**src/rtl/axi_mem_arbiter_pkg.sv**
```systemverilog
// Shared encodings for the fetch/data AXI arbiter: FSM states, owner, access sizes, AXI constants.
// Pure definitions; no logic, no latency.
package axi_mem_arbiter_pkg;

    typedef enum logic [2:0] {
        ST_IDLE    = 3'd0,
        ST_RD_ADDR = 3'd1,
        ST_RD_DATA = 3'd2,
        ST_WR_ADDR = 3'd3,
        ST_WR_RESP = 3'd4,
        ST_DONE    = 3'd5
    } state_t;

    typedef enum logic {
        OWN_INST = 1'b0,
        OWN_DATA = 1'b1
    } owner_t;

    localparam logic [1:0] SZ_BYTE = 2'd0;
    localparam logic [1:0] SZ_HALF = 2'd1;
    localparam logic [1:0] SZ_WORD = 2'd2;

    localparam logic [7:0] AXI_LEN_SINGLE = 8'd0;
    localparam logic [1:0] AXI_BURST_INCR = 2'b01;

    // Latched copy of the granted request, held for the whole transaction.
    typedef struct packed {
        logic [31:0] addr;
        logic [31:0] wdata;
        logic [1:0]  size;
    } txn_t;

    function automatic logic [2:0] axi_size(input logic [1:0] size);
        return {1'b0, size};
    endfunction

endpackage

```
**src/rtl/axi_wstrb_gen.sv**
```systemverilog
// Store byte-lane strobe decoder from access size and address low bits.
// Purely combinational, zero latency, no flow control.
module axi_wstrb_gen
    import axi_mem_arbiter_pkg::*;
(
    input  logic [1:0] size,
    input  logic [1:0] addr_lo,
    output logic [3:0] wstrb
);

    always_comb begin
        wstrb = 4'b1111;
        case (size)
            SZ_BYTE: wstrb = 4'b0001 << addr_lo;
            SZ_HALF: wstrb = 4'b0011 << {addr_lo[1], 1'b0};
            default: wstrb = 4'b1111;
        endcase
    end

endmodule

```
**src/rtl/axi_mem_arbiter.sv**
```systemverilog
// Shares one AXI master between fetch and data requesters, one single-beat transaction at a time, data first.
// Grant on the IDLE edge, valids one cycle later; holds each channel until the slave accepts; *_ok pulses in DONE.
module axi_mem_arbiter
    import axi_mem_arbiter_pkg::*;
#(
    parameter logic [3:0] INST_ID = 4'd0,
    parameter logic [3:0] DATA_ID = 4'd1
) (
    input  logic        clk,
    input  logic        resetn,

    input  logic        inst_req,
    input  logic [31:0] inst_addr,
    output logic [31:0] inst_rdata,
    output logic        inst_ok,
    output logic        inst_stall,

    input  logic        data_req,
    input  logic        data_wr,
    input  logic [1:0]  data_size,
    input  logic [31:0] data_addr,
    input  logic [31:0] data_wdata,
    output logic [31:0] data_rdata,
    output logic        data_ok,
    output logic        data_stall,

    output logic [3:0]  arid,
    output logic [31:0] araddr,
    output logic [7:0]  arlen,
    output logic [2:0]  arsize,
    output logic        arvalid,
    input  logic        arready,

    input  logic [31:0] rdata,
    input  logic        rvalid,
    input  logic        rlast,
    output logic        rready,

    output logic [3:0]  awid,
    output logic [31:0] awaddr,
    output logic [7:0]  awlen,
    output logic [2:0]  awsize,
    output logic        awvalid,
    input  logic        awready,

    output logic [31:0] wdata,
    output logic [3:0]  wstrb,
    output logic        wlast,
    output logic        wvalid,
    input  logic        wready,

    input  logic        bvalid,
    output logic        bready
);

    state_t state;
    owner_t owner;
    txn_t   txn;
    logic   aw_done;
    logic   w_done;
    logic   aw_fin;
    logic   w_fin;
    logic   unused_rlast;

    // Single-beat reads: the last flag carries no information.
    assign unused_rlast = rlast;

    assign aw_fin = aw_done | (awvalid & awready);
    assign w_fin  = w_done  | (wvalid  & wready);

    assign inst_stall = inst_req & ~inst_ok;
    assign data_stall = data_req & ~data_ok;

    assign arid   = (owner == OWN_DATA) ? DATA_ID : INST_ID;
    assign araddr = txn.addr;
    assign arlen  = AXI_LEN_SINGLE;
    assign arsize = axi_size(txn.size);

    assign awid   = DATA_ID;
    assign awaddr = txn.addr;
    assign awlen  = AXI_LEN_SINGLE;
    assign awsize = axi_size(txn.size);

    assign wdata  = txn.wdata;
    assign wlast  = wvalid;

    axi_wstrb_gen u_wstrb (
        .size    (txn.size),
        .addr_lo (txn.addr[1:0]),
        .wstrb   (wstrb)
    );

    always_ff @(posedge clk) begin
        if (!resetn) begin
            state      <= ST_IDLE;
            owner      <= OWN_INST;
            txn        <= '0;
            arvalid    <= 1'b0;
            awvalid    <= 1'b0;
            wvalid     <= 1'b0;
            rready     <= 1'b0;
            bready     <= 1'b0;
            inst_ok    <= 1'b0;
            data_ok    <= 1'b0;
            aw_done    <= 1'b0;
            w_done     <= 1'b0;
            inst_rdata <= 32'd0;
            data_rdata <= 32'd0;
        end else begin
            inst_ok <= 1'b0;
            data_ok <= 1'b0;
            case (state)
                ST_IDLE: begin
                    if (data_req) begin
                        txn   <= '{addr: data_addr, wdata: data_wdata, size: data_size};
                        owner <= OWN_DATA;
                        if (data_wr) begin
                            awvalid <= 1'b1;
                            wvalid  <= 1'b1;
                            state   <= ST_WR_ADDR;
                        end else begin
                            arvalid <= 1'b1;
                            state   <= ST_RD_ADDR;
                        end
                    end else if (inst_req) begin
                        txn     <= '{addr: inst_addr, wdata: 32'd0, size: SZ_WORD};
                        owner   <= OWN_INST;
                        arvalid <= 1'b1;
                        state   <= ST_RD_ADDR;
                    end
                end
                ST_RD_ADDR: begin
                    if (arvalid && arready) begin
                        arvalid <= 1'b0;
                        rready  <= 1'b1;
                        state   <= ST_RD_DATA;
                    end
                end
                ST_RD_DATA: begin
                    if (rvalid && rready) begin
                        rready <= 1'b0;
                        if (owner == OWN_DATA) begin
                            data_rdata <= rdata;
                            data_ok    <= 1'b1;
                        end else begin
                            inst_rdata <= rdata;
                            inst_ok    <= 1'b1;
                        end
                        state <= ST_DONE;
                    end
                end
                ST_WR_ADDR: begin
                    // AW and W retire independently; move on once both have been accepted.
                    if (awvalid && awready) begin
                        awvalid <= 1'b0;
                        aw_done <= 1'b1;
                    end
                    if (wvalid && wready) begin
                        wvalid <= 1'b0;
                        w_done <= 1'b1;
                    end
                    if (aw_fin && w_fin) begin
                        aw_done <= 1'b0;
                        w_done  <= 1'b0;
                        bready  <= 1'b1;
                        state   <= ST_WR_RESP;
                    end
                end
                ST_WR_RESP: begin
                    if (bvalid && bready) begin
                        bready <= 1'b0;
                        if (owner == OWN_DATA) begin
                            data_ok <= 1'b1;
                        end else begin
                            inst_ok <= 1'b1;
                        end
                        state <= ST_DONE;
                    end
                end
                ST_DONE: begin
                    // No grant here, so a requester still holding req after its ok is not re-served.
                    state <= ST_IDLE;
                end
                default: begin
                    state <= ST_IDLE;
                end
            endcase
        end
    end

endmodule

```
**config.mk**
```make
export PLATFORM = sky130hd
export DESIGN_NAME = axi_mem_arbiter
export DESIGN_NICKNAME = d
export VERILOG_FILES = /design/src/rtl/axi_mem_arbiter_pkg.sv /design/src/rtl/axi_wstrb_gen.sv /design/src/rtl/axi_mem_arbiter.sv
export SDC_FILE = /design/constraint.sdc
export NUM_CORES = 1
export LEC_CHECK = 0
export BUFFER_PORTS_ARGS = -buffer_cell sky130_fd_sc_hd__buf_2
export CAP_MARGIN = 20
export CORE_ASPECT_RATIO = 0.5
export CORE_MARGIN = 4
export CORE_UTILIZATION = 45
export CTS_CLUSTER_DIAMETER = 80
export DETAILED_ROUTE_END_ITERATION = 10
export PLACE_DENSITY_LB_ADDON = 0.1
export SETUP_SLACK_MARGIN = 0.5
export SYNTH_ARGS = -nofsm -noshare
export SYNTH_HDL_FRONTEND = slang
export SYNTH_SLANG_ARGS = --single-unit
```
**constraint.sdc**
```tcl
create_clock -name clk -period 2.3 [get_ports clk]
set_clock_uncertainty 0.15 [all_clocks]
set_input_delay 0.46 -clock clk [delete_from_list [all_inputs] [get_ports clk]]
set_output_delay 0.46 -clock clk [all_outputs]
set_load 0.005 [all_outputs]
```
Word-level counts from Yosys, hierarchy flattened

Cells that the tools add are included.

Equal/unequal tests: 15
Shift-type cells: 2
Multiplexer cells: 43
Bitwise gates (word level): 9
Reductions and logical operators: 26

Operators with widths:

| operator              | number |
|---|---|
| $mux W66              | 2 |
| $mux W1               | 25 |
| $mux W3               | 6 |
| $ne A2 B2 Y1 const B  | 8 |
| $pmux W3 S5           | 1 |
| $pmux W1 S2           | 7 |
| $reduce_bool A2 Y1    | 7 |
| $reduce_and A3 Y1     | 4 |
| $reduce_and A4 Y1     | 3 |
| $pmux W4 S2           | 1 |
| $eq A3 B2 Y1 const B  | 2 |
| $logic_and A1 B1 Y1   | 6 |
| $ne A3 B3 Y1 const B  | 2 |
| $reduce_and A2 Y1     | 3 |
| $reduce_and A5 Y1     | 1 |
| $and A1 B1 Y1         | 4 |
| $shl A1 B2 Y4 const A | 1 |
| $shl A2 B2 Y4 const A | 1 |
| $eq A3 B1 Y1 const B  | 1 |
| $eq A3 B3 Y1 const B  | 1 |
| $logic_not A3 Y1      | 1 |
| $not A1 Y1            | 3 |
| $eq A2 B1 Y1 const B  | 1 |
| $logic_not A2 Y1      | 1 |
| 2 further kinds       | 3 |

Flip-flop bits (word level): 143
Input bits: 141
Output and inout bits: 204
Word-level logic and storage cells: 111

Depth between registers and ports, before layout

Gate-level depths: netlist of run 1.

Depth after elaboration: 5
Depth in mapped cells: 7
Depth with buffers taken out: 4

Modules after synthesis

From an unflattened synthesis of run 1, not the netlist that was laid out.

Cells, all modules: 690
Area total of the unflattened synthesis: 6313.6 µm²

By module, submodules not included:

| module          | instances | cells an instance | area each (µm²) | seq. area each (µm²) |
|---|---|---|---|---|
| axi_mem_arbiter | 1         | 683               | 6262.3          | 2862.7 |
| axi_wstrb_gen   | 1         | 7                 | 51.3            | 0.0 |

Least setup slack after synthesis of run 1

OpenSTA, ideal clock, no wires.

Path type: input-to-output
Start: input port data_req
End: output port data_stall
Arrival time: 1099 ps
Data required time: 1690 ps
Path slack: 591 ps
Stages on the path: 3
Path buffers: 2
Cell sequence: buf_2 buf_2 nor2b_1

Word-level cells in the longest chain between the ends: 1

Ends and longest elaborated chain:

| what            | line                  | source |
|---|---|---|
| start, declared | axi_mem_arbiter.sv:18 | `input logic data_req,` |
| $and A1 B1 Y1   | axi_mem_arbiter.sv:72 | `assign data_stall = data_req & ~data_ok;` |
| end, declared   | axi_mem_arbiter.sv:25 | `output logic data_stall,` |

Every way passes these cells.

Final worst setup path of run 1

Start: register txn, in the netlist arsize[0]
End: output port wstrb[0]

Word-level cells in the longest chain between the ends: 2
Elaborated cells between the ends (all ways): 3
Those cells by class: 1 x eq/ne; 1 x mux; 1 x reduce/logical

Ends and longest elaborated chain:

| what                                                    | line                   | source |
|---|---|---|
| start, declared                                         | axi_mem_arbiter.sv:58  | `txn_t txn;` |
| start signal, assigned                                  | axi_mem_arbiter.sv:115 | `txn <= '{addr: data_addr, wdata: data_wdata, size: data_size};` |
| start signal, assigned                                  | axi_mem_arbiter.sv:126 | `txn <= '{addr: inst_addr, wdata: 32'd0, size: SZ_WORD};` |
| $eq A2 B1 Y1 / $logic_not A2 Y1 (equally long branches) | axi_wstrb_gen.sv:13    | `case (size)` |
| $pmux W4 S2 (*)                                         | axi_wstrb_gen.sv:13    |  |
| end, declared                                           | axi_mem_arbiter.sv:47  | `output logic [3:0] wstrb,` |

Every way passes the cells marked *; elsewhere a longest branch is shown, timed or not.

==> summary.md, run 1 <==
| Metric | Value |
|---|---|
| CP max-delay cell | dfxtp_4 |
| Root Buffer | clkbuf_16 |
| Setup TNS | 0 ps |
| Die width | 175 um |
| First-pass DRT Iterations | 5 |
| Cts hold-fix bufs | 0 |
| Placed Area | 7660 um2 |
| Worst setup EP type | output pin |
| Ports | 345 |
| Stages on the worst setup path | 3 |
| CTS max path bufs | 2 |
| Hold Path Depth | 2 |
| Final std cells w/o fill | 1162 |
| Post-synthesis xor/xnor area fraction | 0 |
| CP max FO | 3 |
| Share of layout cells above drive strength 1 | 0.404 |
| Post-synth EDFFs | 0 |
| Synth Area in Compound Gates | 0.201 |
| Post-synthesis sequential area ratio | 0.456 |
| Yosys top cell area share | 0.456 |
| Area grow syn2layout | 33.3% |
| Initial Util | 0.462 |
| Fin crit period | 1790 ps |
| Vias per cell | 4.87 |
| GRT Total Usage | 0.211 |
| Filler cells | 1256 |
| Largest family of logic cells by synthesized area | compound AO/OA/AOI/OAI gates |
| Simple-Gate Fraction of Synth Area | 0.174 |
| Synth top area cells | dfxtp_1 (46%), nand2_1 (10%), buf_4 (8.9%), a21boi_1 (5.4%), mux2i_1 (5.1%) |
| Hold Crit Class | in -> reg |
| Vias in the first global route | 5417 |
| CP bufs+invs | 1 |
| Max-Cap Viols | 0 |
| Final Max Slew Viols | 0 |
| DP Wirelength | 12.8 mm |
| Adder-Cell Fraction of Synth Area | 0 |
| Commonest non-fill, non-tap cells in the layout | buf_2 (317), nand2_1 (169), dfxtp_1 (135) |
| Reg2Reg Setup Slack | 560 ps |
| Post-Layout Inst Area | 8370 um2 |
| CP required | 1690 ps |
| Hold_sp | wready |
| Routed len/inst | 15.4 um |
| CTS tree | built |
| Worst-path clk slew | 60 ps |
| Worst setup startpoint | arsize[0]$_SDFFE_PN0P_ |
| Die Y-Extent | 91.5 um |
| Iter 0 DRT Violations | 291 |
| Die area | 16000 um2 |
| Worst Hold Endpoint | wlast$_SDFFE_PN0P_ |
| Final setup vio count | 0 |
| Synth Cell Area | 6270 um2 |
| Max Clk Rate | 558 MHz |
| Yosys reg bits | 143 |
| Largest stage delay on the critical path | 360 ps |
| Ys Warns | 0 |
| PortBufs | 318 |
| VDD IR-drop max | 0.639 mV |
| Final wirelength | 17.9 mm |
| Crit-path cells | nand2b_4 -> a21o_1 -> buf_2 |
| Overall via count from detail_route | 5664 |
| Commonest non-fill, non-tap cell in the layout | buf_2 |
| Clock latency on the worst-skew pair | 410 ps |
| Final hold vios | 0 |
| Antenna-violating nets left | 0 |
| Htree depth | 4 |
| Final core occ | 0.616 |
| CP arrival | 1180 ps |
| Largest net degree at the start of global routing | 51 |
| Hold slack | 141 ps |
| Biggest area consumer among synthesized cells | dfxtp_1 |
| Distinct cells, synth | 44 |
| PwrDens | 982 nW/um2 |
| Ys flop type | dfxtp_1 |
| Mux share of post-synthesis cell area | 0.0510 |
| Area taken by multi-input logic gates | 2820 um2 |
| RSZ-0062 raised after global routing | yes |
| Ys async rst share | 0 |
| Reg2Reg Launch Point | state[2]$_SDFFE_PN0P_ |
| First-pass GRT wire length | 27.4 mm |
| CTS buffer count | 17 |
| Inserted Diodes | 0 |
| # rows | 30 |
| Outcome | finished clean |
| Drt drc | 0 |
| Dpl cells | 1124 |
| Initial antenna violation count | 2 |
| Routability cong. | 0.802 |
| Register area | 2880 um2 |
| Final net count | 1098 |
| Leakage | 4.22 nW |
| Period Utilization, post-route | 0.780 |
| Core Footprint | 13600 um2 |
| Crit path kind | reg -> out |
| Grt ovf | 0 |
| Mean Syn Cell Area | 9.11 um2 |
| Synth Instances | 689 |
| Delay-heaviest family, CP | flip-flops |
| Clk sinks | 143 |
| Worst setup SP type | flop |
| R2R depth | 5 |
| Reg-to-Reg End | inst_rdata[2]$_SDFFE_PN0P_ |
through the flow:
step | setup slack (ps) | total power, mW
CTS | 486 | 8.22
global placement | 361 | 5.44
floorplan | 591 | 4.77
finish | 507 | 8.21
global route | 481 | 8.70
detailed placement | 312 | 5.49
synth_stat cells (2+ instances only):
cell	instances
nor2_1	5
a21boi_0	23
dfxtp_1	143
o21bai_1	2
nor3_1	2
clkbuf_1	21
conb_1	2
nand4_1	2
a21boi_1	45
a31oi_1	5
nand3_1	2
a22oi_1	35
nor3b_1	2
buf_2	17
inv_1	3
and3_1	2
nor2b_1	39
o211a_1	31
o21ai_0	6
a21oi_1	4
buf_4	74
a21o_1	2
mux2i_1	32
nand2_1	170
area by class of cell:
class | count | area share
Clock buffer | 17 | 0.0508
Timing Repair Buffer | 338 | 0.220
Clock inverter | 15 | 0.0179
Tap cell | 192 | 0.0287
Inverter | 3 | 0.00135
Sequential cell | 143 | 0.345
Multi-Input combinational cell | 454 | 0.337
flip-flops by register name (all words and copies together) (netlist names):
name / count
araddr: 32
data_rdata: 32
inst_rdata: 32
wdata: 32
state: 3
arsize: 2
arvalid: 1
aw_done: 1
awvalid: 1
bready: 1
data_ok: 1
inst_ok: 1
owner: 1
rready: 1
w_done: 1
wlast: 1
per-layer routing:
metal	vias up	wire length, um	track usage
met2	169	9070	0.376
li1	2791	-	-
met4	4	250	0.0653
met3	22	1120	0.0595
met1	2678	7390	0.248
met5	-	27	0
logic make-up after synthesis:
kind of cell | Yosys count
compound gates | 161
buf+inv | 115
flops | 143
mux | 32
other cells | 2
simple gates | 236
what timing repair did:
action,CTS,global route
resized for setup,10,12
endpoints found under the setup margin,99,75
cloned,0,1
setup buffers,1,4
pin swaps,2,1
where the power goes:
part           switching, mW  leakage, nW  internal, mW
logic                   1.18         2.78          1.16
clock network           1.14        0.269          1.52
registers              0.354         1.17          2.86
total                   2.67         4.22          5.54
how the worst max path moves through the flow:
stage / to
after floorplan: data_stall
after global placement: inst_rdata[18]$_SDFFE_PN0P_
after detailed placement: inst_rdata[27]$_SDFFE_PN0P_
after CTS: wstrb[0]
after global routing: data_rdata[27]$_SDFFE_PN0P_
final: wstrb[0]
Power figures use the tool's default switching activity.
==> inputs of run 2 (changes only) <==
==> constraint.sdc (replaced) <==
create_clock -name clk -period 1.8 [get_ports clk]
set_clock_uncertainty 0.15 [all_clocks]
set_input_delay 0.36 -clock clk [delete_from_list [all_inputs] [get_ports clk]]
set_output_delay 0.36 -clock clk [all_outputs]
set_load 0.005 [all_outputs]
==> run 2 against run 1 <==
  * Via count up 11%
  * Largest power group is now combinational logic
  * Utilization up 20 points
  * Die area unchanged
  * Flip-flop and latch count unchanged
  * Sequential share of layout area down 7.0 points
  * First-iteration DRC count down 7.9%
  * Final area up 33%
  * Clock-buffer cell count up 1
==> summary.md, run 2 (synthesis gave the netlist of run 1 again) <==
| Metric | Value |
|---|---|
| CP max FO | 5 |
| Vias in the first global route | 5774 |
| Grt ovf | 0 |
| Final Max Slew Viols | 0 |
| CP arrival | 1880 ps |
| Power share of the clock group | 0.256 |
| Outcome | finished clean |
| Routed len/inst | 17.9 um |
| Final hold vios | 0 |
| Largest net degree at the start of global routing | 42 |
| Clock latency on the worst-skew pair | 410 ps |
| Hold Crit Class | in -> reg |
| Switching power | 4.21 mW |
| Internal power | 9.18 mW |
| Period Utilization, post-route | 0.966 |
| Commonest non-fill, non-tap cells in the layout | buf_2 (234), dfxtp_2 (118), nand2_1 (111) |
| Logic pwr share | 0.428 |
| Overall via count from detail_route | 6310 |
| Initial antenna violation count | 0 |
| Final setup vio count | 0 |
| Vias per cell | 4.99 |
| Seq pwr share | 0.316 |
| Max Clk Rate | 575 MHz |
| Share of layout cells above drive strength 1 | 0.686 |
| Antenna-violating nets left | 0 |
| PwrDens | 1200 nW/um2 |
| Core Footprint | 13600 um2 |
| Setup TNS | 0 ps |
| Post-Layout Inst Area | 11100 um2 |
| RSZ-0062 raised after global routing | yes |
| Reg2Reg Launch Point | state[2]$_SDFFE_PN0P_ |
| First-pass DRT Iterations | 6 |
| Final net count | 1201 |
| Commonest non-fill, non-tap cell in the layout | buf_2 |
| Die area | 16000 um2 |
| PortBufs | 318 |
| Hold_sp | wready |
| CTS buffer count | 17 |
| CTS tree | built |
| Iter 0 DRT Violations | 268 |
| Max-Cap Viols | 0 |
| Filler cells | 838 |
| Hold slack | 32.6 ps |
| Initial Util | 0.462 |
| First-pass GRT wire length | 30.7 mm |
| Htree depth | 4 |
| Crit path kind | reg -> reg |
| Fin crit period | 1740 ps |
| Inserted Diodes | 0 |
| Final core occ | 0.820 |
| Placed Area | 7930 um2 |
| Drt drc | 0 |
| Worst setup startpoint | state[2]$_SDFFE_PN0P_ |
| GRT Total Usage | 0.238 |
| Worst setup EP type | flop |
| CP required | 1940 ps |
| Die Y-Extent | 91.5 um |
| DP Wirelength | 13.2 mm |
| CTS max path bufs | 2 |
| Area taken by multi-input logic gates | 3430 um2 |
| Worst-path clk slew | 60 ps |
| Die width | 175 um |
| Leakage | 5.32 nW |
| Sw Share | 0.314 |
| # rows | 30 |
| Worst setup SP type | flop |
| Area grow syn2layout | 77.5% |
| Register area | 3060 um2 |
| VDD IR-drop max | 0.758 mV |
| Root Buffer | clkbuf_16 |
| Ports | 345 |
| Routability cong. | 0.797 |
| Final wirelength | 22.7 mm |
| Clk sinks | 143 |
## run 2: power groups by stage
stage                     Clock (mW)  Combinational, mW  Sequential [mW]
final                           3.43               5.73             4.23
after global routing            3.65               6.06             4.29
after CTS                       3.46               4.59             4.06
after detailed placement           0               3.26             4.13
after global placement             0               3.21             4.10
after floorplan                    0               2.37             4.06
## run 2: metal layers
layer / routed length [um] / global-route usage
met1: 8640 / 0.272
met2: 12200 / 0.439
met3: 1600 / 0.0774
met4: 274 / 0.0451
met5: 0 / 0
## run 2: what timing repair did
item                                   CTS  global route
gates cloned                            16             6
hold buffers                             0             0
setup endpoints to repair              320           322
gates resized for setup                 97           347
pin swaps                               43            64
setup buffers                           28            43
endpoints found under the hold margin    0             0
## run 2: final timing paths
path	end	depth (start not counted)	slack, ps
setup reg to reg	inst_rdata[21]$_SDFFE_PN0P_	6	60
hold / removal	wlast$_SDFFE_PN0P_	2	30
hold reg to reg	data_rdata[22]$_SDFFE_PN0P_	2	300
setup / recovery	inst_rdata[21]$_SDFFE_PN0P_	6	60
## run 2: stage by stage
stage	worst slack [ps]	std cells	power, mW
global route	24.9	1264	14.0
floorplan	205	712	6.43
global placement	93.7	1140	7.31
detailed placement	73.3	1140	7.39
finish	61.8	1264	13.4
CTS	112	1215	12.1
## run 2: area by class of cell
| type | instances | area share |
|---|---|---|
| Inverter | 3 | 0.00101 |
| Clock inverter | 13 | 0.0125 |
| Timing Repair Buffer | 441 | 0.344 |
| Sequential cell | 143 | 0.275 |
| Tap cell | 192 | 0.0216 |
| Clock buffer | 18 | 0.0385 |
| Multi-Input combinational cell | 454 | 0.308 |
## run 2: critical path, stage by stage, from the launching register on
cell and delay (ps):
dfxtp_4 360, nand2b_4 150, or4_4 540, buf_12 190, buf_16 140, nand2_4 50, a21boi_2 50
